--- src/rtl/uart_pkg.sv ---
// Shared UART definitions used by both the RX deserializer and the TX serializer:
// parity encodings, receiver FSM states and small bit helpers.
package uart_pkg;

  typedef enum logic [1:0] {
    PAR_NONE0 = 2'b00,
    PAR_ODD   = 2'b01,
    PAR_EVEN  = 2'b10,
    PAR_NONE3 = 2'b11
  } parity_t;

  typedef enum logic [2:0] {
    ST_IDLE,
    ST_START,
    ST_DATA,
    ST_PARITY,
    ST_STOP,
    ST_DONE
  } rx_state_t;

  function automatic logic parity_enabled(input parity_t p);
    return (p == PAR_ODD) || (p == PAR_EVEN);
  endfunction

  function automatic logic majority3(input logic a, input logic b, input logic c);
    return (a & b) | (a & c) | (b & c);
  endfunction

endpackage

--- src/rtl/uart_rx_sipo_if.sv ---
// Serial line, frame configuration and parallel result/status of the UART receiver.
interface uart_rx_sipo_if;

  logic       data_tx;
  logic [1:0] parity_type;
  logic       stop_bits;
  logic       data_length;
  logic [7:0] data_parll;
  logic       rx_active;
  logic       rx_done;
  logic       parity_error;
  logic       stop_error;

  modport master (
    output data_tx, parity_type, stop_bits, data_length,
    input  data_parll, rx_active, rx_done, parity_error, stop_error
  );

  modport slave (
    input  data_tx, parity_type, stop_bits, data_length,
    output data_parll, rx_active, rx_done, parity_error, stop_error
  );

endinterface

--- src/rtl/uart_rx_sync.sv ---
// Two-flop synchronizer for the asynchronous RX line; resets to the idle (high) level.
module uart_rx_sync (
  input  logic clk,
  input  logic rst,
  input  logic d,
  output logic q
);

  logic meta;

  always_ff @(posedge clk or negedge rst) begin
    if (!rst) begin
      meta <= 1'b1;
      q    <= 1'b1;
    end else begin
      meta <= d;
      q    <= meta;
    end
  end

endmodule

--- src/rtl/uart_rx_sipo.sv ---
// UART receive deserializer: majority-voted oversampling, 7/8 data bits LSB-first,
// optional parity, 1/2 stop bits, registered parallel word and status flags.
module uart_rx_sipo
  import uart_pkg::*;
#(
  parameter int OVERSAMPLE = 16
) (
  input logic           baud_out,
  input logic           rst,
  uart_rx_sipo_if.slave rx_if
);

  localparam int TW = $clog2(OVERSAMPLE);
  localparam logic [TW-1:0] TICK_LAST = TW'(OVERSAMPLE - 1);
  localparam logic [TW-1:0] MID_LO    = TW'(OVERSAMPLE / 2 - 1);
  localparam logic [TW-1:0] MID       = TW'(OVERSAMPLE / 2);
  localparam logic [TW-1:0] MID_HI    = TW'(OVERSAMPLE / 2 + 1);

  rx_state_t     state;
  logic [TW-1:0] tick;
  logic [3:0]    bit_cnt;
  logic [1:0]    stop_cnt;
  logic [7:0]    shift_reg;
  logic          samp_a;
  logic          samp_b;
  logic          armed;
  parity_t       cfg_parity;
  logic          cfg_stop;
  logic          cfg_len;
  logic          par_err;
  logic          stop_flag;
  logic [7:0]    data_parll_r;
  logic          rx_active_r;
  logic          rx_done_r;
  logic          parity_error_r;
  logic          stop_error_r;
  logic          rx_s;
  logic          at_decision;
  logic          bit_val;
  logic          last_data;
  logic          last_stop;

  uart_rx_sync u_sync (
    .clk (baud_out),
    .rst (rst),
    .d   (rx_if.data_tx),
    .q   (rx_s)
  );

  assign at_decision = (tick == MID_HI);
  assign bit_val     = majority3(samp_a, samp_b, rx_s);
  assign last_data   = (bit_cnt == (cfg_len ? 4'd7 : 4'd6));
  assign last_stop   = (stop_cnt == {1'b0, cfg_stop});

  // A start edge only counts once the line has been seen high in IDLE, so a held break
  // produces exactly one errored frame instead of a stream of them.
  always_ff @(posedge baud_out or negedge rst) begin
    if (!rst) begin
      state          <= ST_IDLE;
      tick           <= '0;
      bit_cnt        <= '0;
      stop_cnt       <= '0;
      shift_reg      <= '0;
      samp_a         <= 1'b0;
      samp_b         <= 1'b0;
      armed          <= 1'b0;
      cfg_parity     <= PAR_NONE0;
      cfg_stop       <= 1'b0;
      cfg_len        <= 1'b0;
      par_err        <= 1'b0;
      stop_flag      <= 1'b0;
      data_parll_r   <= '0;
      rx_active_r    <= 1'b0;
      rx_done_r      <= 1'b0;
      parity_error_r <= 1'b0;
      stop_error_r   <= 1'b0;
    end else begin
      rx_done_r <= 1'b0;
      if (state != ST_IDLE) tick <= (tick == TICK_LAST) ? '0 : tick + 1'b1;
      if (tick == MID_LO) samp_a <= rx_s;
      if (tick == MID) samp_b <= rx_s;

      case (state)
        ST_IDLE: begin
          if (rx_s) begin
            armed <= 1'b1;
          end else if (armed) begin
            state       <= ST_START;
            tick        <= '0;
            armed       <= 1'b0;
            cfg_parity  <= parity_t'(rx_if.parity_type);
            cfg_stop    <= rx_if.stop_bits;
            cfg_len     <= rx_if.data_length;
            bit_cnt     <= '0;
            stop_cnt    <= '0;
            shift_reg   <= '0;
            par_err     <= 1'b0;
            stop_flag   <= 1'b0;
            rx_active_r <= 1'b1;
          end
        end
        ST_START: begin
          if (at_decision) begin
            if (bit_val) begin
              state       <= ST_IDLE;
              rx_active_r <= 1'b0;
            end else begin
              state <= ST_DATA;
            end
          end
        end
        ST_DATA: begin
          if (at_decision) begin
            shift_reg[bit_cnt[2:0]] <= bit_val;
            bit_cnt                 <= bit_cnt + 4'd1;
            if (last_data) state <= parity_enabled(cfg_parity) ? ST_PARITY : ST_STOP;
          end
        end
        ST_PARITY: begin
          if (at_decision) begin
            par_err <= ((^shift_reg) ^ bit_val) != (cfg_parity == PAR_ODD);
            state   <= ST_STOP;
          end
        end
        ST_STOP: begin
          // The frame is handed over at the last stop decision, not at the end of the
          // stop bit, leaving slack to catch a back-to-back start edge.
          if (at_decision) begin
            if (last_stop) begin
              state          <= ST_DONE;
              rx_done_r      <= 1'b1;
              data_parll_r   <= shift_reg;
              parity_error_r <= par_err;
              stop_error_r   <= stop_flag | ~bit_val;
              rx_active_r    <= 1'b0;
            end else begin
              stop_flag <= stop_flag | ~bit_val;
              stop_cnt  <= stop_cnt + 2'd1;
            end
          end
        end
        ST_DONE: state <= ST_IDLE;
        default: state <= ST_IDLE;
      endcase
    end
  end

  assign rx_if.data_parll   = data_parll_r;
  assign rx_if.rx_active    = rx_active_r;
  assign rx_if.rx_done      = rx_done_r;
  assign rx_if.parity_error = parity_error_r;
  assign rx_if.stop_error   = stop_error_r;

endmodule

--- src/flat_wrapper.sv ---
// flat-port wrapper written by rule: the top's interface ports become plain ports
module uart_rx_sipo_flat import uart_pkg::*;
#(
  parameter int OVERSAMPLE = 16
)
  (baud_out, rst, rx_if_data_tx, rx_if_parity_type, rx_if_stop_bits, rx_if_data_length, rx_if_data_parll, rx_if_rx_active, rx_if_rx_done, rx_if_parity_error, rx_if_stop_error);
  uart_rx_sipo_if rx_if_i ();
  input logic baud_out;
  input logic rst;
  input wire logic [$bits(rx_if_i.data_tx)-1:0] rx_if_data_tx;
  input wire logic [$bits(rx_if_i.parity_type)-1:0] rx_if_parity_type;
  input wire logic [$bits(rx_if_i.stop_bits)-1:0] rx_if_stop_bits;
  input wire logic [$bits(rx_if_i.data_length)-1:0] rx_if_data_length;
  output wire logic [$bits(rx_if_i.data_parll)-1:0] rx_if_data_parll;
  output wire logic [$bits(rx_if_i.rx_active)-1:0] rx_if_rx_active;
  output wire logic [$bits(rx_if_i.rx_done)-1:0] rx_if_rx_done;
  output wire logic [$bits(rx_if_i.parity_error)-1:0] rx_if_parity_error;
  output wire logic [$bits(rx_if_i.stop_error)-1:0] rx_if_stop_error;
  assign rx_if_i.data_tx = rx_if_data_tx;
  assign rx_if_i.parity_type = rx_if_parity_type;
  assign rx_if_i.stop_bits = rx_if_stop_bits;
  assign rx_if_i.data_length = rx_if_data_length;
  assign rx_if_data_parll = rx_if_i.data_parll;
  assign rx_if_rx_active = rx_if_i.rx_active;
  assign rx_if_rx_done = rx_if_i.rx_done;
  assign rx_if_parity_error = rx_if_i.parity_error;
  assign rx_if_stop_error = rx_if_i.stop_error;
  uart_rx_sipo #(.OVERSAMPLE(OVERSAMPLE)) u_core (.baud_out(baud_out), .rst(rst), .rx_if(rx_if_i));
endmodule
--- config.mk ---
export PLATFORM = sky130hd
export DESIGN_NAME = uart_rx_sipo_flat
export DESIGN_NICKNAME = d
export VERILOG_FILES = /design/src/rtl/uart_pkg.sv /design/src/rtl/uart_rx_sipo_if.sv /design/src/rtl/uart_rx_sync.sv /design/src/rtl/uart_rx_sipo.sv /design/src/flat_wrapper.sv
export SDC_FILE = /design/constraint.sdc
export NUM_CORES = 1
export LEC_CHECK = 0
export CORE_MARGIN = 4
export CORE_UTILIZATION = 55
export DETAILED_ROUTE_END_ITERATION = 10
export GPL_ROUTABILITY_DRIVEN = 0
export PLACE_DENSITY_LB_ADDON = 0.15
export RECOVER_POWER = 25
export SYNTH_ARGS = -nofsm -noshare
export SYNTH_HDL_FRONTEND = slang
export SYNTH_SLANG_ARGS = --single-unit
export TNS_END_PERCENT = 10
--- constraint.sdc ---
create_clock -name baud_out -period 2.4 [get_ports baud_out]
set_input_delay 0.48 -clock baud_out [delete_from_list [all_inputs] [get_ports baud_out]]
set_output_delay 0.48 -clock baud_out [all_outputs]
set_load 0.05 [all_outputs]
[Word-level counts from Yosys, hierarchy flattened]
Index checks and enable logic that the tools add are counted.
Cells by class
  multiplexer cells: 51
  reduce and logical (&&, ||, !) cells: 16
  equal/unequal tests: 23
  bitwise operators: 9
  $lt $le $gt $ge: 2
  add/subtract/negate cells: 3
Operators by type and width (count)
  $mux 4: 8
  $mux 3: 9
  $mux 8: 3
  $mux 1: 17
  $ne 2x1->1 const B: 8
  $pmux 8 s2: 1
  $pmux 3 s5: 1
  $eq 4x4->1 const B: 3
  $mux 2: 5
  $add 4x1->4 const B: 2
  $bwmux 8: 1
  $pmux 4 s2: 1
  $reduce_and 4->1: 2
  $reduce_and 8->1: 1
  $reduce_xor 8->1: 1
  $reduce_and 7->1: 1
  $eq 3x2->1 const B: 2
  $reduce_and 3->1: 2
  $reduce_bool 2->1: 3
  $reduce_bool 3->1: 2
  $reduce_and 5->1: 1
  $eq 4x3->1 const B: 1
  $eq 4x4->1: 1
  $lt 3x4->1 const B: 1
  20 further kinds: 27
Word-level totals
  input port bits: 7
  output and inout bits: 12
  flip-flop bits (word level): 44

[Longest topological paths before layout]
Gate-level depths: netlist of the first run.
  depth after elaboration: 8
  gate-level depth with buffers: 7
  mapped depth without buffers: 6

[Cells and area by module]
Synthesis of the first run repeated with hierarchy kept, for this count alone.
Second synthesis, totals
  cell total of the unflattened synthesis: 201
  area total of the unflattened synthesis: 2194.6 µm²
By module, submodules not included
  uart_rx_sipo: cells each 199, area an instance 2142.1 µm², times used 1, seq. area each 1051.0 µm²
  uart_rx_sync: cells each 2, area an instance 52.6 µm², times used 1, seq. area each 52.6 µm²

[Worst setup path after synthesis of the first run]
OpenSTA, ideal clock, no wires.
  path kind: register to register
  start: reg u_core.tick[1]
  end: reg u_core.shift_reg[2]
  cell stages (with the launch flop): 8
  data arrival time: 1.641 ns
  path buffers: 1
  required time: 2.320 ns
  path slack: 0.679 ns
  setup time: 0.080 ns
  cells stage by stage: dfrtp_1 > inv_1 > ha_1 > nand3b_1 > or3_1 > buf_2 > nor4b_4 > mux2i_1
Between the ends
  cells in the longest elaborated chain, start to end: 3
Ends and longest elaborated chain
  start: declaration: line uart_rx_sipo.sv:20  | logic [TW-1:0] tick;
  start signal: assignment: line uart_rx_sipo.sv:79  | if (state != ST_IDLE) tick <= (tick == TICK_LAST) ? '0 : tick + 1'b1;
  $eq 4x4->1: line uart_rx_sipo.sv:50  | assign at_decision = (tick == MID_HI);
  $ne 2x1->1 (no line)
  $reduce_and 4->1 (no line)
  end signal: indexed assignment: line uart_rx_sipo.sv:114  | shift_reg[bit_cnt[2:0]] <= bit_val;
  end: declaration: line uart_rx_sipo.sv:23  | logic [7:0] shift_reg;
No other way between the ends.
A chain may end at the register's enable or synchronous reset.

[Worst setup path in the final report of the first run]
Ends and elaborated chain as after synthesis.

==> flow_summary_export.csv, run 1 <==
group,metric,value,unit
final_layout,n_fill_cell,319,
timing,final_max_slew_viol_count,0,
timing,setup_viol,0,
final_layout,diodes,0,
synthesis,yosysWarnings,0,
min_path,hp-class,"reg -> reg",
place,placed_cell_area,0.00245,mm²
global_routing,grt_max_degree,45,
critical_path,r2r_slack,0.31,ns
place,io_buffers,18,
critical_path,worstPathCellList,"inv_1 > ha_1 > nand3b_1 > or3_1 > nor4b_4 > mux2i_1",
clocking,hold_buffers,0,
final_layout,multi_input_area,0.00107,mm²
critical_path,timing.rr.end,"u_core.shift_reg[2]$_DFFE_PN0P_",
final_layout,area_growth,13.4,%
flow_run,drv.max_cap_violation_count,0,
timing,post-route-period-util,87.2,%
clocking,clock_latency,0.29,ns
clocking,clk_path_buf_depth,2,
critical_path,required,2.62,ns
power_and_ir_drop,leakage,1.15,nW
timing,hold_viol_final,0,
clocking,cts_max_level,2,
synthesis,synth-simple-area-share,19.2,%
synthesis,synth_top_family_by_area,"simple AND/OR/NAND/NOR gates",
place,dp_hpwl,3030,µm
timing,fin_skew,0.00604,ns
synthesis,synth-adder-area-share,3.22,%
critical_path,endpoint,"u_core.shift_reg[2]$_DFFE_PN0P_",
drt,firstDrtPassIters,4,
critical_path,ff2ff_path_depth,6,
final_layout,seqCellArea,0.00110,mm²
final_layout,fin_area,0.00256,mm²
timing,min_period,2.09,ns
critical_path,crit_path_end_kind,"flop",
critical_path,critPathSlowestCell,"or3_1",
synthesis,synthDistinctLibCells,49,
power_and_ir_drop,p_total,2.27,mW
synthesis,syn_inst,208,
timing,finalSetupTns,0,ns
drt,wl_per_cell,15.3,µm
synthesis,synthFlopType,"dfrtp_1",
die,fp.dieArea,0.00519,mm²
timing,max_slew_margin,28.7,%
drt,vias,1607,
clocking,cts_tree,"built",
global_routing,groute.usage.overall,18.4,%
drt,vias_per_cell,5.84,
power_and_ir_drop,peakVddDrop,0.779,mV
die,die_x,72.0,µm
synthesis,synth_edf_count,0,
synthesis,synth_compound_area_share,10.6,%
drt,routed_wl,4220,µm
die,core_area,0.00397,mm²
global_routing,grt_pass1_wl,7430,µm
critical_path,start_kind,"flop",
critical_path,crit_type,"reg -> reg",
clocking,cts_resized,0,
global_routing,antenna_found_initial,0,
drt,first_iter_violations,75,
critical_path,crit_path_max_fanout,6,
final_layout,layout.nets,236,
drt,drc,0,
synthesis,ys_ff_latch,44,
timing,max_freq,478,MHz
die,die_h,72.0,µm
clocking,cts_sinks,44,
synthesis,muxShareOfSynthArea,9.54,%
synthesis,synthArstFlopShare,100,%
global_routing,first_global_vias,1599,
synthesis,synth_area_per_cell,10.8,µm²
clocking,path_clk_slew,0.08,ns
clocking,numCtsBuffers,5,
global_routing,grt_overflow_total,0,
synthesis,synth-xor-area-share,4.88,%
clocking,postCtsSetupRepairBufs,0,
critical_path,r2r_start,"u_core.tick[1]$_DFF_PN0_",
run_status,outcome,"complete, no violations",
synthesis,synth_nets,220,
die,rows,23,
synthesis,yosysSeqAreaShare,48.9,%
die,io_pins,19,
timing,rsz0062_at_grt,"no",
critical_path,cp.arrival,2.31,ns
timing,tightest_slew,1.07,ns
clocking,root_buffer,"clkbuf_8",
final_layout,drive_gt1_share,14.2,%
die,start_util,56.8,%
critical_path,critPathMaxStageDelay,0.56,ns
drt,detail-route-antenna-nets,0,
critical_path,startpoint,"u_core.tick[1]$_DFF_PN0_",
synthesis,syn-cell-area,0.00226,mm²
power_and_ir_drop,powerDensity,887,mW/mm²
final cells by class:
class	count	share of cell area, %
inverters	7	1.03
multi-input cells	146	41.9
well taps	50	2.44
repair buffers	20	7.33
clock inverters	2	1.37
flip-flops and latches	44	43.1
clock buffers	6	2.84
through the flow:
stage,util [%],worst slack [ns],std cells,hold slack [ns]
after floorplan,-,0.679,208,0.184
after global placement,61.8,0.418,267,0.348
after detailed placement,61.8,0.316,267,0.349
after CTS,64.5,0.303,275,0.271
after global routing,64.4,0.116,275,0.368
final,64.4,0.307,275,0.362
critical path: cells and delay by family, from the launching register on:
family	cells	cell delay [ns]
adders and majority gates	1	0.17
DFF	1	0.40
muxes	1	0.20
buffers and inverters	1	0.12
and+or+nand+nor	3	1.12
logic make-up after synthesis:
family / Yosys count
simple gates: 73
flops: 44
compound gates: 36
mux: 20
buf+inv: 18
xor+xnor: 11
fa+ha+maj: 6
routing by layer:
layer | part of all wire, % | up-vias | routed length, µm | GRT usage [%]
met5 | 0 | - | 0 | 0
met2 | 48 | 38 | 2050 | 29.2
met1 | 45 | 785 | 1910 | 24.7
met3 | 4.6 | 10 | 193 | 4.57
met4 | 1.8 | 0 | 74 | 6.68
li1 | - | 774 | - | -
worst min path at each step:
stage | to | start | slack (ns) | cells past startpoint
2_1_floorplan | u_core.armed$_DFFE_PN0P_ | rst | 0.18 | 0
3_3_place_gp | u_core.u_sync.q$_DFF_PN1_ | u_core.u_sync.meta$_DFF_PN1_ | 0.35 | 0
3_5_place_dp | u_core.u_sync.q$_DFF_PN1_ | u_core.u_sync.meta$_DFF_PN1_ | 0.35 | 0
4_1_cts | u_core.stop_cnt[0]$_DFFE_PN0P_ | rst | 0.27 | 2
5_1_grt | u_core.u_sync.q$_DFF_PN1_ | u_core.u_sync.meta$_DFF_PN1_ | 0.37 | 0
6_report | u_core.u_sync.q$_DFF_PN1_ | u_core.u_sync.meta$_DFF_PN1_ | 0.36 | 0
Yosys cell counts (5+ instances only):
master / n / share of area (%)
a21oi_1: 7 / 1.6
buf_2: 5 / 1.1
clkbuf_1: 5 / 0.83
dfrtp_1: 42 / 47
ha_1: 5 / 2.8
inv_1: 7 / 1.2
mux2_2: 12 / 6.0
mux2i_1: 8 / 3.5
nand2_1: 30 / 5.0
nand3_1: 5 / 1.1
nor2_1: 7 / 1.2
o21ai_0: 7 / 1.6
o31ai_1: 5 / 1.7
or3_1: 5 / 1.4
xnor2_1: 7 / 2.7
placed cells by master (no fill, tap or decap), drive strengths merged, types with 3 or more instances in the layout:
master	Yosys	layout
dfrtp	42	42
nand2	30	30
clkdlybuf4s50	0	16
mux2	12	12
mux2i	8	8
o21ai	8	8
nor2	8	8
inv	7	7
a21oi	7	7
xnor2	7	7
clkbuf	5	7
or3	5	5
nand3	5	5
o31ai	5	5
ha	5	5
nor3	4	4
xor2	3	3
nand4b	3	3
nand2b	3	3
where the power goes:
group | switching, mW | leakage [nW] | total, mW | internal [mW]
Sequential | 0.169 | 0.580 | 1.04 | 0.876
Combinational | 0.400 | 0.515 | 0.675 | 0.275
Clock | 0.240 | 0.0552 | 0.549 | 0.309
Total | 0.809 | 1.15 | 2.27 | 1.46
No activity file was read; power rests on OpenSTA's default activity.
==> run 2: changes to the inputs <==
--- a/config.mk
+++ b/config.mk
@@ -5,6 +5,7 @@
 export SDC_FILE = /design/constraint.sdc
 export NUM_CORES = 1
 export LEC_CHECK = 0
+export CAP_MARGIN = 10
 export CORE_MARGIN = 4
 export CORE_UTILIZATION = 55
 export DETAILED_ROUTE_END_ITERATION = 10
==> results of run 2 <==
No change in the layout: final DEF, timing and power equal those of run 1.
==> run 3: changes to the inputs <==
--- a/config.mk
+++ b/config.mk
@@ -10,8 +10,10 @@
 export CORE_UTILIZATION = 55
 export DETAILED_ROUTE_END_ITERATION = 10
 export GPL_ROUTABILITY_DRIVEN = 0
+export GPL_TIMING_DRIVEN = 1
 export PLACE_DENSITY_LB_ADDON = 0.15
 export RECOVER_POWER = 25
+export SLEW_MARGIN = 20
 export SYNTH_ARGS = -nofsm -noshare
 export SYNTH_HDL_FRONTEND = slang
 export SYNTH_SLANG_ARGS = --single-unit
==> results of run 3 <==
No change in the layout: final DEF, timing and power equal those of run 1.
